===== src/rtl/bus_arbiter.sv =====
// bus_arbiter
//   Two-master arbiter/sequencer for the shared peripheral bus. Master 0 is
//   the CPU memory port and master 1 is the UART/DMA engine. The block
//   latches one request, runs exactly one bus transaction, and returns read
//   data with done/err to the granted master. The CPU has fixed priority.
//   DMA is forced to win after STARVE_MAX consecutive CPU wins while it is
//   waiting. Each transaction times out after TIMEOUT+1 WAIT cycles with no
//   bus_ready.
//
// Ports
//   clk, RSTN                  clock, asynchronous active-low reset
//   mN_req                     request; mN_* fields are held stable until mN_done
//   mN_addr/wdata/rd/we        request fields
//   mN_done                    1-cycle completion pulse
//   mN_err                     timeout or illegal request
//   mN_rdata                   read data; valid with mN_done
//   mN_err, mN_rdata           both hold until the next mN_done
//   bus_addr/wdata/rd/we       shared bus; driven only in ADDR/WAIT, otherwise 0
//   bus_ready, bus_rdata       slave handshake and read data
//   owner                      current/last granted master (0 CPU, 1 DMA)
module bus_arbiter #(
  parameter int unsigned STARVE_MAX = 4,
  parameter int unsigned TIMEOUT    = 255
) (
  input  logic        clk,
  input  logic        RSTN,
  input  logic        m0_req,
  input  logic [31:0] m0_addr,
  input  logic [31:0] m0_wdata,
  input  logic        m0_rd,
  input  logic [3:0]  m0_we,
  output logic        m0_done,
  output logic        m0_err,
  output logic [31:0] m0_rdata,
  input  logic        m1_req,
  input  logic [31:0] m1_addr,
  input  logic [31:0] m1_wdata,
  input  logic        m1_rd,
  input  logic [3:0]  m1_we,
  output logic        m1_done,
  output logic        m1_err,
  output logic [31:0] m1_rdata,
  output logic [31:0] bus_addr,
  output logic [31:0] bus_wdata,
  output logic        bus_rd,
  output logic [3:0]  bus_we,
  input  logic        bus_ready,
  input  logic [31:0] bus_rdata,
  output logic        owner
);

  localparam int unsigned SW = (STARVE_MAX < 1) ? 1 : $clog2(STARVE_MAX + 1);
  localparam logic [SW-1:0] STARVE_LAST = SW'(STARVE_MAX);
  localparam logic [7:0]    TMO_LAST    = 8'(TIMEOUT);

  typedef enum logic [1:0] {IDLE, ADDR, WAIT, RESP} state_t;

  state_t        state, state_nx;
  logic [31:0]   lat_addr, lat_wdata;
  logic          lat_rd;
  logic [3:0]    lat_we;
  logic [7:0]    tmo_cnt;
  logic [SW-1:0] starve_cnt;

  logic          grant_valid, grant_m1;
  logic [31:0]   win_addr, win_wdata;
  logic          win_rd, win_illegal;
  logic [3:0]    win_we;
  logic          resp_load, resp_m1, resp_err;
  logic [31:0]   resp_rdata;
  logic          drive;

  // Winner selection and next state. Responses are loaded on the edge that
  // enters RESP so that err/rdata are already valid while done is high.
  always_comb begin
    state_nx    = state;
    grant_valid = 1'b0;
    grant_m1    = m1_req && (!m0_req || starve_cnt == STARVE_LAST);
    win_addr    = grant_m1 ? m1_addr  : m0_addr;
    win_wdata   = grant_m1 ? m1_wdata : m0_wdata;
    win_rd      = grant_m1 ? m1_rd    : m0_rd;
    win_we      = grant_m1 ? m1_we    : m0_we;
    win_illegal = (!win_rd && win_we == 4'h0) || (win_rd && win_we != 4'h0);
    resp_load   = 1'b0;
    resp_m1     = owner;
    resp_err    = 1'b0;
    resp_rdata  = '0;
    unique case (state)
      IDLE: begin
        if (m0_req || m1_req) begin
          grant_valid = 1'b1;
          if (win_illegal) begin
            state_nx  = RESP;
            resp_load = 1'b1;
            resp_m1   = grant_m1;
            resp_err  = 1'b1;
          end else begin
            state_nx = ADDR;
          end
        end
      end
      ADDR: state_nx = WAIT;
      WAIT: begin
        if (bus_ready) begin
          state_nx   = RESP;
          resp_load  = 1'b1;
          resp_rdata = lat_rd ? bus_rdata : '0;
        end else if (tmo_cnt == TMO_LAST) begin
          state_nx  = RESP;
          resp_load = 1'b1;
          resp_err  = 1'b1;
        end
      end
      RESP: state_nx = IDLE;
      default: state_nx = IDLE;
    endcase
  end

  always_ff @(posedge clk or negedge RSTN) begin
    if (!RSTN) begin
      state      <= IDLE;
      lat_addr   <= '0;
      lat_wdata  <= '0;
      lat_rd     <= 1'b0;
      lat_we     <= '0;
      tmo_cnt    <= '0;
      starve_cnt <= '0;
      owner      <= 1'b0;
      m0_err     <= 1'b0;
      m0_rdata   <= '0;
      m1_err     <= 1'b0;
      m1_rdata   <= '0;
    end else begin
      state <= state_nx;
      if (state == IDLE) begin
        if (grant_valid) begin
          lat_addr  <= win_addr;
          lat_wdata <= win_wdata;
          lat_rd    <= win_rd;
          lat_we    <= win_we;
          owner     <= grant_m1;
        end
        // Counts CPU wins that happened while DMA was waiting.
        if (!m1_req || (grant_valid && grant_m1))
          starve_cnt <= '0;
        else if (grant_valid && starve_cnt != STARVE_LAST)
          starve_cnt <= starve_cnt + 1'b1;
      end
      if (state == ADDR)
        tmo_cnt <= '0;
      else if (state == WAIT && !bus_ready && tmo_cnt != TMO_LAST)
        tmo_cnt <= tmo_cnt + 8'd1;
      if (resp_load) begin
        if (resp_m1) begin
          m1_err   <= resp_err;
          m1_rdata <= resp_rdata;
        end else begin
          m0_err   <= resp_err;
          m0_rdata <= resp_rdata;
        end
      end
    end
  end

  // The strobes are decoded from the state register so that an async reset
  // removes them at once.
  assign drive     = (state == ADDR) || (state == WAIT);
  assign bus_addr  = drive ? lat_addr  : '0;
  assign bus_wdata = drive ? lat_wdata : '0;
  assign bus_rd    = drive && lat_rd;
  assign bus_we    = drive ? lat_we : 4'h0;
  assign m0_done   = (state == RESP) && !owner;
  assign m1_done   = (state == RESP) && owner;

endmodule

===== config.mk =====
export PLATFORM = sky130hd
export DESIGN_NAME = bus_arbiter
export DESIGN_NICKNAME = d
export VERILOG_FILES = /design/src/rtl/bus_arbiter.sv
export SDC_FILE = /design/constraint.sdc
export NUM_CORES = 1
export LEC_CHECK = 0
export CORE_MARGIN = 2
export CORE_UTILIZATION = 39
export CTS_CLUSTER_DIAMETER = 150
export DETAILED_ROUTE_END_ITERATION = 16
export PLACE_DENSITY_LB_ADDON = 0.2
export SLEW_MARGIN = 20
export SYNTH_ARGS = -nofsm -noshare
export SYNTH_HDL_FRONTEND = slang
export SYNTH_SLANG_ARGS = --single-unit

===== constraint.sdc =====
create_clock -name clk -period 2.5 [get_ports clk]
set_clock_uncertainty 0.2 [all_clocks]
set_input_delay 0.25 -clock clk [delete_from_list [all_inputs] [get_ports clk]]
set_output_delay 0.25 -clock clk [all_outputs]
set_load 0.02 [all_outputs]

## Yosys cells after proc, flatten, opt, wreduce, memory -nomap -nowiden

Cells that the tools add are included.

- Register bits after elaboration: 149
- Input port bits: 175
- Word-level logic and storage cells: 85
- Output and inout port bits: 138

- Equal/unequal tests: 9
- Reductions and logical operators: 30
- Bitwise gates (word level): 1
- Multiplexer cells: 31
- $add $sub $neg: 2

Operators by type and width:

| kind | number |
|---|---|
| 32-bit two-way mux | 7 |
| 8-bit two-way mux | 2 |
| 1-bit two-way mux | 11 |
| 1-bit logical AND | 10 |
| 2-bit AND reduction | 5 |
| 8-bit by 1-bit adder with 8-bit output, second input constant | 1 |
| 8-bit equality test, second input constant | 1 |
| 2-bit two-way mux | 4 |
| 4-bit two-way mux | 2 |
| 8-bit inequality test, second input constant | 1 |
| 2-bit case mux with 4 select lines | 1 |
| 3-bit two-way mux | 2 |
| 3-bit inequality test, second input constant | 2 |
| 1-bit zero test | 5 |
| 1-bit logical OR | 5 |
| 2-bit equality test, second input constant | 2 |
| 4-bit zero test | 1 |
| 1-bit case mux with 2 select lines | 2 |
| 2-bit nonzero test | 2 |
| 4-bit nonzero test | 1 |
| 3-bit by 1-bit adder with 3-bit output, second input constant | 1 |
| 3-bit equality test, second input constant | 1 |
| 2-bit by 1-bit equality test with 1-bit output, second input constant | 1 |
| 2-bit zero test | 1 |
| 2 further kinds | 2 |

## Logic depth before layout (Yosys ltp)

- Word-level depth: 12
- Gate-level depth with buffers: 10
- Depth with buffers taken out: 8

## Worst setup path before layout

Ideal clock, no wire load.

- Path kind: flip-flop to flip-flop
- Start point: reg starve_cnt[0]
- End point: reg m0_rdata[22]
- Library setup time: 125 ps
- Arrival: 2171 ps
- Cell stages (with the launch flop): 10
- Buffers on the path: 1
- Period minus slack after synthesis: 2495 ps
- Required time: 2175 ps
- Setup slack: 5 ps
- Cells stage by stage: dfrtp_1 > inv_1 > ha_1 > a21bo_2 > nand2_1 > mux2i_4 > a21oi_1 > a31oi_4 > buf_6 > mux2_2

- Longest elaborated chain between the ends: 12
- Elaborated cells on any way between the ends: 19
- Classes of those cells: 1 x eq/ne; 8 x mux; 1 x bitwise; 9 x reduce/logical

RTL lines:

| what | line | RTL |
|---|---|---|
| start, declared | 63 | `logic [SW-1:0] starve_cnt;` |
| start signal, assigned | 147 | `starve_cnt <= starve_cnt + 1'b1;` |
| 3-bit equality test * | 78 | `grant_m1 = m1_req && (!m0_req \|\| starve_cnt == STARVE_LAST);` |
| 1-bit logical OR * | 78 |  |
| 1-bit logical AND * | 78 |  |
| 4-bit two-way mux / 1-bit two-way mux (equally long branches) | 82, 81 |  |
| 4-bit zero test, or another cell as far along | 83 | `win_illegal = (!win_rd && win_we == 4'h0) \|\| (win_rd && win_we != 4'h0);` |
| 1-bit logical AND | 83 |  |
| 1-bit logical OR | 83 |  |
| 1-bit two-way mux | 92 | `if (win_illegal) begin` |
| 1-bit two-way mux | 90 | `if (m0_req \|\| m1_req) begin` |
| 1-bit two-way mux | 88 | `unique case (state)` |
| 1-bit inverter (no line) | n/a |  |
| 2-bit AND reduction (no line) * | n/a |  |
| end signal, assigned | 159 | `m0_rdata <= resp_rdata;` |
| end, declared | 34 | `output logic [31:0] m0_rdata,` |

Mark *: on every way between the ends. The rest lies on a longest branch, timed or not.
A chain may end at the register's enable or synchronous reset.

## Final worst setup path

- Start point: reg starve_cnt[0]
- End point: reg m0_rdata[19]

Same word-level chain as after synthesis.

==> impl_metrics.env <==
export IMPL_grt_pass1_vias=5779
export IMPL_place_ws_ns=-0.324
export IMPL_crit_family="multiplexers"
export IMPL_synth_most_common_cell="dfrtp_1"
export IMPL_dpl_hpwl_um=14600
export IMPL_clk_latency_ns=0.41
export IMPL_hold_class="in -> async"
export IMPL_finalMaxSlewViolations=0
export IMPL_start_kind="flip-flop"
export IMPL_viasPerCell=4.75
export IMPL_design_area_um2=11400
export IMPL_drt_wirelength_per_cell_um=15.9
export IMPL_die_w_um=141
export IMPL_syn_num_nets=843
export IMPL_final_hold_viol_count=0
export IMPL_synth_top_area_share_pct=51.1
export IMPL_synth_area_leaders="dfrtp_1, mux2i_1, and2_1"
export IMPL_ys_ff_latch=149
export IMPL_finalCritPeriodShare_pct=96.5
export IMPL_path_buf_inv=2
export IMPL_cts_root_buf="clkbuf_16"
export IMPL_pwr_density_cell_nw_per_um2=1120
export IMPL_htree_levels=4
export IMPL_area_growth_pct=56.8
export IMPL_max_freq_mhz=415
export IMPL_synth_top_cells_by_count="dfrtp_1, and2_1, nand2_1, mux2i_1, o21ai_0"
export IMPL_start_util_pct=39.4
export IMPL_core_area_um2=18500
export IMPL_layout_drive_gt1_share_pct=14.2
export IMPL_synthCells=661
export IMPL_path_class="reg -> reg"
export IMPL_die_y_um=141
export IMPL_antennaDiodeCount=0
export IMPL_worstPathRequired_ns=2.59
export IMPL_holdWs_ns=0.113
export IMPL_yosys_area_top_type="dfrtp_1"
export IMPL_cp_max_fo=19
export IMPL_setup_viol=0
export IMPL_cap_viol_max_count=0
export IMPL_fin_cells=1228
export IMPL_clockBufferDepth=2
export IMPL_slowest_stage="dfrtp_1"
export IMPL_cts_sinks=149
export IMPL_synthFlopType="dfrtp_1"
export IMPL_outcome="finished, final reports clean"
export IMPL_worst_pin_slew_ns=0.546
export IMPL_port_buffer_count=312
export IMPL_yosysSeqAreaShare_pct=51.1
export IMPL_gr_total_overflow=0
export IMPL_gp_congestion=0.742
export IMPL_leakage_nw=5.52
export IMPL_slew_headroom_pct=63.6
export IMPL_synthArstFlopShare_pct=100
export IMPL_yosysWarnings=0
export IMPL_synth_distinct_cells=38
export IMPL_dr_first_iter_drc_count=160
export IMPL_vias=5832
export IMPL_synth_avg_cell_area_um2=11.0
export IMPL_vdd_drop_max_v=0.000707
export IMPL_syn_area_um2=7300
export IMPL_synth_edff_count=0
export IMPL_cts_clk_slew_worst_paths_ns=0.06
export IMPL_total_power_mw=12.9
export IMPL_dp_cells=1195
export IMPL_wirelength_um=19500
export IMPL_antenna_found_initial=0
export IMPL_r2r_start="starve_cnt[0]$_DFFE_PN0P_"
export IMPL_grt_first_pass_wirelength_um=31300
export IMPL_post_cts_buffers=0
export IMPL_min_period_ns=2.41
export IMPL_cts_made_buffers=17
export IMPL_cp_data_arrival_time_ns=2.50
export IMPL_place_area_um2=10900
export IMPL_crit_chain="inv_1, ha_1, a21bo_2, nand2_4, mux2i_4, a21oi_1, a31oi_4, buf_12, mux2_2"
export IMPL_critPathMaxStageDelay_ns=0.35
export IMPL_rsz0062_at_grt="yes"
export IMPL_cts_tree="built"
export IMPL_finalSetupTns_ns=0
export IMPL_io_pins=313
export IMPL_die_area_um2=19800
export IMPL_placementRows=50
export IMPL_drtAntennaViolNets=0
export IMPL_endpoint_kind="flip-flop"
export IMPL_drcViolationCount=0
export IMPL_first_pass_iters=4
export IMPL_fin_nets=1163
export IMPL_grt_use_total_pct=20.1
export IMPL_grt_max_degree=141
export IMPL_fin_util_pct=61.8
export IMPL_setup_ws_ns=0.0876
export IMPL_crit_start="starve_cnt[0]$_DFFE_PN0P_"
==> worst paths after layout <==
path                                       endpoint  depth (start not counted)  slack, ns
min in group clk           m1_rdata[30]$_DFFE_PN0P_                          3       0.23
max reg2reg                m0_rdata[19]$_DFFE_PN0P_                          9       0.09
max                        m0_rdata[19]$_DFFE_PN0P_                          9       0.09
min reg2reg                lat_addr[31]$_DFFE_PN0P_                          2       0.27
max in group asynchronous  m0_rdata[22]$_DFFE_PN0P_                          3       1.31
min                        m0_rdata[15]$_DFFE_PN0P_                          2       0.11
==> per-layer routing <==
layer  GRT usage (%)  wire (µm)
met2            31.9       9110
met3            7.91       1750
met4            6.84        403
met1            25.1       8270
met5               0          0
==> cell families (layout without fill, tap and decap cells) <==
| logic type | after synthesis | after routing | share of synthesized area [%] |
|---|---|---|---|
| AO/OA/AOI/OAI | 100 | 100 | 7.73 |
| XOR/XNOR | 6 | 6 | 0.720 |
| adder cells (fa/ha/maj) | 7 | 7 | 1.20 |
| buffers and inverters | 58 | 391 | 4.08 |
| flip-flops | 149 | 149 | 51.1 |
| multiplexers | 129 | 129 | 19.9 |
| AND/OR/NAND/NOR | 212 | 212 | 15.2 |
==> flip-flops by register name, indices dropped and copies added, names as in the netlist <==
| name | count |
|---|---|
| starve_cnt | 3 |
| owner | 1 |
| m0_rdata | 32 |
| lat_wdata | 32 |
| state | 2 |
| tmo_cnt | 8 |
| lat_addr | 32 |
| lat_we | 4 |
| lat_rd | 1 |
| m1_rdata | 32 |
| m1_err | 1 |
| m0_err | 1 |
==> report_power, final <==
group | internal [mW] | switching, mW | leakage [nW] | total (mW)
logic | 2.85 | 3.40 | 3.25 | 6.25
registers | 3.27 | 0.445 | 1.95 | 3.71
clock network | 1.84 | 1.05 | 0.326 | 2.89
==> placed cells by master, fill, tap and decap left out, types with 4 or more instances in the layout <==
cell,count
a21oi_1,7
and2_1,96
buf_12,10
buf_4,22
bufinv_16,5
clkbuf_16,17
clkbuf_2,14
clkdlybuf4s15_1,31
clkdlybuf4s50_1,242
clkinv_4,5
dfrtp_1,149
dlygate4sd2_1,24
ha_1,6
inv_1,14
mux2_2,29
mux2_4,23
mux2i_1,76
nand2_1,88
nand4_1,5
nor2_1,8
o21ai_0,73
o22ai_1,8
xnor2_1,4
==> cell type report <==
cell class | instances | area [µm²]
fillers | 1554 | 7080
flip-flops and latches | 149 | 3730
repair buffers | 345 | 3400
multi-input cells | 454 | 3290
clock buffers | 19 | 453
well taps | 234 | 293
clock inverters | 13 | 221
inverters | 14 | 52.6
==> timing repair <==
action | CTS | global route
hold endpoints to repair | 149 | 0
setup endpoints to repair | 69 | 50
hold buffers | 1 | 0
gates resized for setup | 69 | 60
(Power assumes the default switching activity.)
